`config.mk`:
```
export PLATFORM = sky130hd
export DESIGN_NAME = pong_btn_conditioner_flat
export DESIGN_NICKNAME = d
export VERILOG_FILES = /design/src/rtl/pong_pkg.sv /design/src/rtl/pong_btn_conditioner_if.sv /design/src/rtl/pong_debounce_bit.sv /design/src/rtl/pong_btn_conditioner.sv /design/src/flat_wrapper.sv
export SDC_FILE = /design/constraint.sdc
export NUM_CORES = 1
export LEC_CHECK = 0
export ABC_AREA = 1
export BUFFER_PORTS_ARGS = -buffer_cell sky130_fd_sc_hd__buf_2
export CAP_MARGIN = 20
export CORE_ASPECT_RATIO = 0.5
export CORE_MARGIN = 2
export CORE_UTILIZATION = 45
export DETAILED_ROUTE_END_ITERATION = 8
export PLACE_DENSITY = 0.61
export SETUP_SLACK_MARGIN = 0.3
export SYNTH_ARGS = -nofsm -noshare
export SYNTH_HDL_FRONTEND = slang
export SYNTH_SLANG_ARGS = --single-unit
```
`constraint.sdc`:
```
create_clock -name clk -period 2.1 [get_ports clk]
set_clock_uncertainty 0.2 [all_clocks]
set_input_delay 0.42 -clock clk [delete_from_list [all_inputs] [get_ports clk]]
set_output_delay 0.42 -clock clk [all_outputs]
set_load 0.01 [all_outputs]
```
`src/rtl/pong_pkg.sv`:
```
// Shared types and constants for the pong button conditioning path.
package pong_pkg;

  localparam int unsigned DbCyclesDefault = 2_000_000;  // 20 ms at 100 MHz

  localparam logic [1:0] StateZero  = 2'b00;
  localparam logic [1:0] StateWait1 = 2'b01;
  localparam logic [1:0] StateWait0 = 2'b10;
  localparam logic [1:0] StateOne   = 2'b11;

  typedef enum logic [1:0] {
    StZero  = StateZero,
    StWait1 = StateWait1,
    StWait0 = StateWait0,
    StOne   = StateOne
  } db_state_e;

  // Counter must hold DB_CYCLES-1; never narrower than one bit.
  function automatic int unsigned db_cnt_width(input int unsigned cycles);
    return (cycles < 2) ? 1 : $clog2(cycles);
  endfunction

endpackage

```
`src/rtl/pong_btn_conditioner_if.sv`:
```
// Raw pushbutton inputs and their debounced levels/ticks for both players.
interface pong_btn_conditioner_if;

  logic [1:0] btn1;
  logic [1:0] btn2;
  logic [1:0] btn1_db;
  logic [1:0] btn2_db;
  logic [1:0] btn1_tick;
  logic [1:0] btn2_tick;
  logic       any_tick;

  modport master (
    output btn1, btn2,
    input  btn1_db, btn2_db, btn1_tick, btn2_tick, any_tick
  );

  modport slave (
    input  btn1, btn2,
    output btn1_db, btn2_db, btn1_tick, btn2_tick, any_tick
  );

endinterface

```
`src/rtl/pong_debounce_bit.sv`:
```
// One button channel: 2-flop synchronizer, debounce FSM with stability counter,
// registered debounced level and rising-edge tick.
module pong_debounce_bit
  import pong_pkg::*;
#(
  parameter int unsigned DB_CYCLES = DbCyclesDefault
) (
  input  logic clk,
  input  logic reset,
  input  logic btn_i,
  output logic db_o,
  output logic tick_o
);

  localparam int unsigned    CntW    = db_cnt_width(DB_CYCLES);
  localparam logic [CntW-1:0] CntLoad = CntW'(DB_CYCLES - 1);
  localparam logic [CntW-1:0] CntOne  = CntW'(1);

  logic [1:0]      sync_q;
  logic            btn_s;
  db_state_e       state_q;
  logic [CntW-1:0] cnt_q;
  logic            db_q;
  logic            tick_q;

  assign btn_s = sync_q[1];

  always_ff @(posedge clk) begin
    if (reset) begin
      sync_q  <= 2'b00;
      state_q <= StZero;
      cnt_q   <= '0;
      db_q    <= 1'b0;
      tick_q  <= 1'b0;
    end else begin
      // btn_i is asynchronous; only sync_q[1] may feed the FSM.
      sync_q <= {sync_q[0], btn_i};
      tick_q <= 1'b0;
      unique case (state_q)
        StZero: begin
          if (btn_s) begin
            state_q <= StWait1;
            cnt_q   <= CntLoad;
          end
        end
        StWait1: begin
          if (!btn_s) begin
            state_q <= StZero;
          end else if (cnt_q == '0) begin
            state_q <= StOne;
            db_q    <= 1'b1;
            tick_q  <= 1'b1;
          end else begin
            cnt_q <= cnt_q - CntOne;
          end
        end
        StOne: begin
          if (!btn_s) begin
            state_q <= StWait0;
            cnt_q   <= CntLoad;
          end
        end
        StWait0: begin
          if (btn_s) begin
            state_q <= StOne;
          end else if (cnt_q == '0) begin
            state_q <= StZero;
            db_q    <= 1'b0;
          end else begin
            cnt_q <= cnt_q - CntOne;
          end
        end
        default: begin
          state_q <= StZero;
          db_q    <= 1'b0;
        end
      endcase
    end
  end

  assign db_o   = db_q;
  assign tick_o = tick_q;

endmodule

```
`src/rtl/pong_btn_conditioner.sv`:
```
// Debounces both players' up/down buttons; four identical channels plus a
// combined tick used as the game-start trigger.
module pong_btn_conditioner
  import pong_pkg::*;
#(
  parameter int unsigned DB_CYCLES = DbCyclesDefault
) (
  input logic                  clk,
  input logic                  reset,
  pong_btn_conditioner_if.slave bus
);

  // Channel order: {btn2[1], btn2[0], btn1[1], btn1[0]}.
  logic [3:0] raw;
  logic [3:0] db;
  logic [3:0] tick;

  assign raw = {bus.btn2, bus.btn1};

  for (genvar i = 0; i < 4; i++) begin : g_chan
    pong_debounce_bit #(
      .DB_CYCLES(DB_CYCLES)
    ) u_chan (
      .clk   (clk),
      .reset (reset),
      .btn_i (raw[i]),
      .db_o  (db[i]),
      .tick_o(tick[i])
    );
  end

  assign bus.btn1_db   = db[1:0];
  assign bus.btn2_db   = db[3:2];
  assign bus.btn1_tick = tick[1:0];
  assign bus.btn2_tick = tick[3:2];
  assign bus.any_tick  = |tick;

endmodule

```
`src/flat_wrapper.sv`:
```
// flat-port wrapper written by rule: the top's interface ports become plain ports
module pong_btn_conditioner_flat import pong_pkg::*;
#(
  parameter int unsigned DB_CYCLES = DbCyclesDefault
)
  (clk, reset, bus_btn1, bus_btn2, bus_btn1_db, bus_btn2_db, bus_btn1_tick, bus_btn2_tick, bus_any_tick);
  pong_btn_conditioner_if bus_i ();
  input logic clk;
  input logic reset;
  input wire logic [$bits(bus_i.btn1)-1:0] bus_btn1;
  input wire logic [$bits(bus_i.btn2)-1:0] bus_btn2;
  output wire logic [$bits(bus_i.btn1_db)-1:0] bus_btn1_db;
  output wire logic [$bits(bus_i.btn2_db)-1:0] bus_btn2_db;
  output wire logic [$bits(bus_i.btn1_tick)-1:0] bus_btn1_tick;
  output wire logic [$bits(bus_i.btn2_tick)-1:0] bus_btn2_tick;
  output wire logic [$bits(bus_i.any_tick)-1:0] bus_any_tick;
  assign bus_i.btn1 = bus_btn1;
  assign bus_i.btn2 = bus_btn2;
  assign bus_btn1_db = bus_i.btn1_db;
  assign bus_btn2_db = bus_i.btn2_db;
  assign bus_btn1_tick = bus_i.btn1_tick;
  assign bus_btn2_tick = bus_i.btn2_tick;
  assign bus_any_tick = bus_i.any_tick;
  pong_btn_conditioner #(.DB_CYCLES(DB_CYCLES)) u_core (.clk(clk), .reset(reset), .bus(bus_i));
endmodule
```
==> flow_metrics.tcl <==
set metrics [dict create \
    synthesis.nets 1209 \
    route.detailed.drc 0 \
    grt_usage_pct 23.4 \
    ctsLongestPathBuffers 2 \
    tns_ns 0 \
    yosysTopAreaCell "dfxtp_1" \
    start_kind "flop" \
    leakagePower_nw 4.44 \
    core_area_um2 15500 \
    synthesis.instances 1178 \
    power_mw 13.4 \
    met3_usage_pct 4.17 \
    min_period_ns 1.95 \
    syn_area_per_cell_um2 6.05 \
    grt_overflow 0 \
    cts_max_level 3 \
    hold_viol 0 \
    numCtsBuffers 9 \
    grt_max_degree 54 \
    cts_root_buf "clkbuf_16" \
    fmax_mhz 512 \
    numClockSinks 108 \
    die_area_um2 16900 \
    drt-vias-per-instance 5.45 \
    cts_hold_buf 0 \
    row_count 32 \
    clkTransAtPathRegs_ns 0.08 \
    switching_share_pct 47.1 \
    cp.arrival_ns 2.05 \
    drtPass1Iterations 5 \
    worst_path_largest_cell_delay_ns 0.40 \
    via_count 8059 \
    mostFrequentLayoutCell "nand2_1" \
    cpMaxStageDelayCell "dfxtp_4" \
    drv_cap 0 \
    io_pins 15 \
    antenna_left 0 \
    p_per_area_nw_per_um2 1290 \
    tightest_slew_ns 0.651 \
    cts_tree "done" \
    grt_pass1_wl_um 32600 \
    crit_required_ns 2.20 \
    clk_latency_ns 0.37 \
    antenna_found_initial 0 \
    ys_ff_latch 108 \
    grt-busiest-layer "met2" \
    cell_internal_pwr_mw 7.09 \
    yosysUniqueCellTypes 39 \
    initial_core_util_pct 46.1 \
    gr-usage-met2_pct 43.9 \
    nets 1302 \
    relSlewSlack_pct 56.6 \
    drt-total-wl_um 22700 \
    multi_input_area_um2 5700 \
    critPathCaptureType "flop" \
    worst-path-max-fanout 5 \
    ys_seq_area_share_pct 30.3 \
    met1_usage_pct 27.7 \
    syn2layout_area_growth_pct 46.4 \
    worstPathCellList "inv_4 -> ha_4 -> nand2_2 -> nand2_2 -> nor3_4 -> nand2_2 -> nand2_4 -> clkbuf_16 -> o21ai_2 -> nor2_1" \
    run_status "complete, no violations" \
    diodes 0 \
    hold_class "input port to flop" \
    ys_warn_count 0 \
    portBuffers 14 \
    p_comb_share_pct 64.7 \
    drive_gt1_share_pct 39.3 \
    p_sw_mw 6.32 \
    drt_iter0_markers 368 \
    fin_crit_sh_pct 93.0 \
    seq_power_share_pct 22.8 \
    seq_area_um2 2230 \
    stdcell_count 1480 \
    numPlacedInstances 1376 \
    wl_per_cell_um 15.3 \
    fp.dieH_um 93.0 \
    critPathKind "flop to flop" \
    dp_hpwl_um 12500 \
    die_w_um 182 \
    pwr-share-clk_pct 12.6 \
    setup_viol 0 \
    synth_area_um2 7130 \
    synth_area_leaders "dfxtp_1 30%, nand2_1 18%, nand3_1 12%" \
    final_cell_mix "247 x nand2_1, 147 x nor2_1, 140 x nand3_1, 78 x inv_1, 67 x dfxtp_1" \
    max-vdd-ir-drop_v 0.000659 \
    path_common_cell "nand2_2" \
    grt_pass1_vias 7156 \
    gp_congestion 0.868 \
    fillers 1232 \
    rsz0062_at_grt "true" \
    maxSlewViolCount 0 \
    yosysTopAreaCellShare_pct 30.3 \
]
==> layer usage <==
metal	part of all wire (%)	routed length, um
met5	0	0
met4	3.5	788
met3	5.1	1150
met2	50	11300
met1	42	9510
==> final timing paths <==
path                                      start                                 to  slack (ns)  cells after the start
min reg2reg   u_core.g_chan[1].u_chan.sync_q[0]  u_core.g_chan[1].u_chan.sync_q[1]        0.20                      2
max          u_core.g_chan[1].u_chan.state_q[0]   u_core.g_chan[1].u_chan.cnt_q[1]        0.15                     10
min                                 bus_btn2[1]  u_core.g_chan[3].u_chan.sync_q[0]        0.06                      3
max reg2reg  u_core.g_chan[1].u_chan.state_q[0]   u_core.g_chan[1].u_chan.cnt_q[1]        0.15                     10
==> logic make-up after synthesis <==
| family | Yosys count | synth area share [%] |
|---|---|---|
| XOR/XNOR | 8 | 0.983 |
| AO/OA/AOI/OAI | 109 | 7.94 |
| AND/OR/NAND/NOR | 771 | 46.3 |
| buffers and inverters | 157 | 10.0 |
| flip-flops | 108 | 30.3 |
| adder cells (fa/ha/maj) | 25 | 4.39 |
==> sequential cells by signal (all words and copies together), names as in the netlist <==
name,cells
u_core.g_chan.u_chan.db_o,4
u_core.g_chan.u_chan.state_q,8
u_core.g_chan.u_chan.tick_o,4
u_core.g_chan.u_chan.cnt_q,84
u_core.g_chan.u_chan.sync_q,8
==> synthesized netlist by cell type <==
cell and n:
inv_2 1, o21bai_1 2, nor2_2 6, clkbuf_8 1, nor3b_1 1, a21oi_1 85
dfxtp_1 108, buf_4 14, ha_1 25, o21ai_1 2, or2_2 19, nor2_1 198
o211ai_1 1, nor3_1 11, nand4_1 18, nand3_2 2, xor2_1 8, nor4_1 1
nor3_2 1, a21oi_2 1, o21ai_0 16, nor2b_1 1, buf_6 6, nor2_4 1
buf_2 13, o21ai_2 1, clkinv_1 2, or2_1 1, o211a_1 1, inv_1 104
clkbuf_1 12, nand3b_1 7, nand2_2 3, nand2_1 334, or4_1 1, nand3_1 164
or2_0 2, clkbuf_2 1, buf_1 3
==> power groups by stage <==
| stage | clock, mW | sequential, mW | combinational, mW |
|---|---|---|---|
| after CTS | 1.72 | 2.88 | 6.09 |
| after global placement | 0 | 2.88 | 4.93 |
| after detailed placement | 0 | 2.89 | 5.01 |
| after global routing | 1.81 | 3.11 | 9.43 |
| after floorplan | 0 | 2.78 | 3.96 |
| final | 1.69 | 3.05 | 8.67 |
==> layout make-up <==
| class | count | area share (%) |
|---|---|---|
| Tap cell | 204 | 2.45 |
| Clock inverter | 7 | 0.576 |
| Timing Repair Buffer | 132 | 14.5 |
| Inverter | 107 | 4.27 |
| Multi-Input combinational cell | 913 | 54.7 |
| Sequential cell | 108 | 21.4 |
| Clock buffer | 9 | 2.16 |
==> through the flow <==
step / setup WS (ns) / utilization (%) / hold WS (ns) / cell area, um2
finish: 0.148 / 67.5 / 0.0556 / 10400
floorplan: 0.301 / - / 0.188 / 7140
global placement: 0.109 / 48.1 / 0.190 / 7430
detailed placement: 0.0814 / 48.1 / 0.202 / 7430
CTS: 0.150 / 54.8 / 0.0515 / 8470
global route: 0.0670 / 67.5 / 0.0596 / 10400
==> critical path, delay by kind of cell, from the launching register on <==
family                   cells  cell delay (ns)
flip-flops                   1             0.40
AND/OR/NAND/NOR              6             0.81
AO/OA/AOI/OAI                1             0.05
adder cells (fa/ha/maj)      1             0.16
buffers and inverters        2             0.25
==> repair_timing <==
item | in CTS | in global routing
setup buffers | 38 | 31
resized for setup | 101 | 404
setup endpoints to repair | 86 | 98
pin swaps | 27 | 128
hold endpoints to repair | 0 | 0
gates cloned | 7 | 12
No activity file was read; power rests on OpenSTA's default activity.
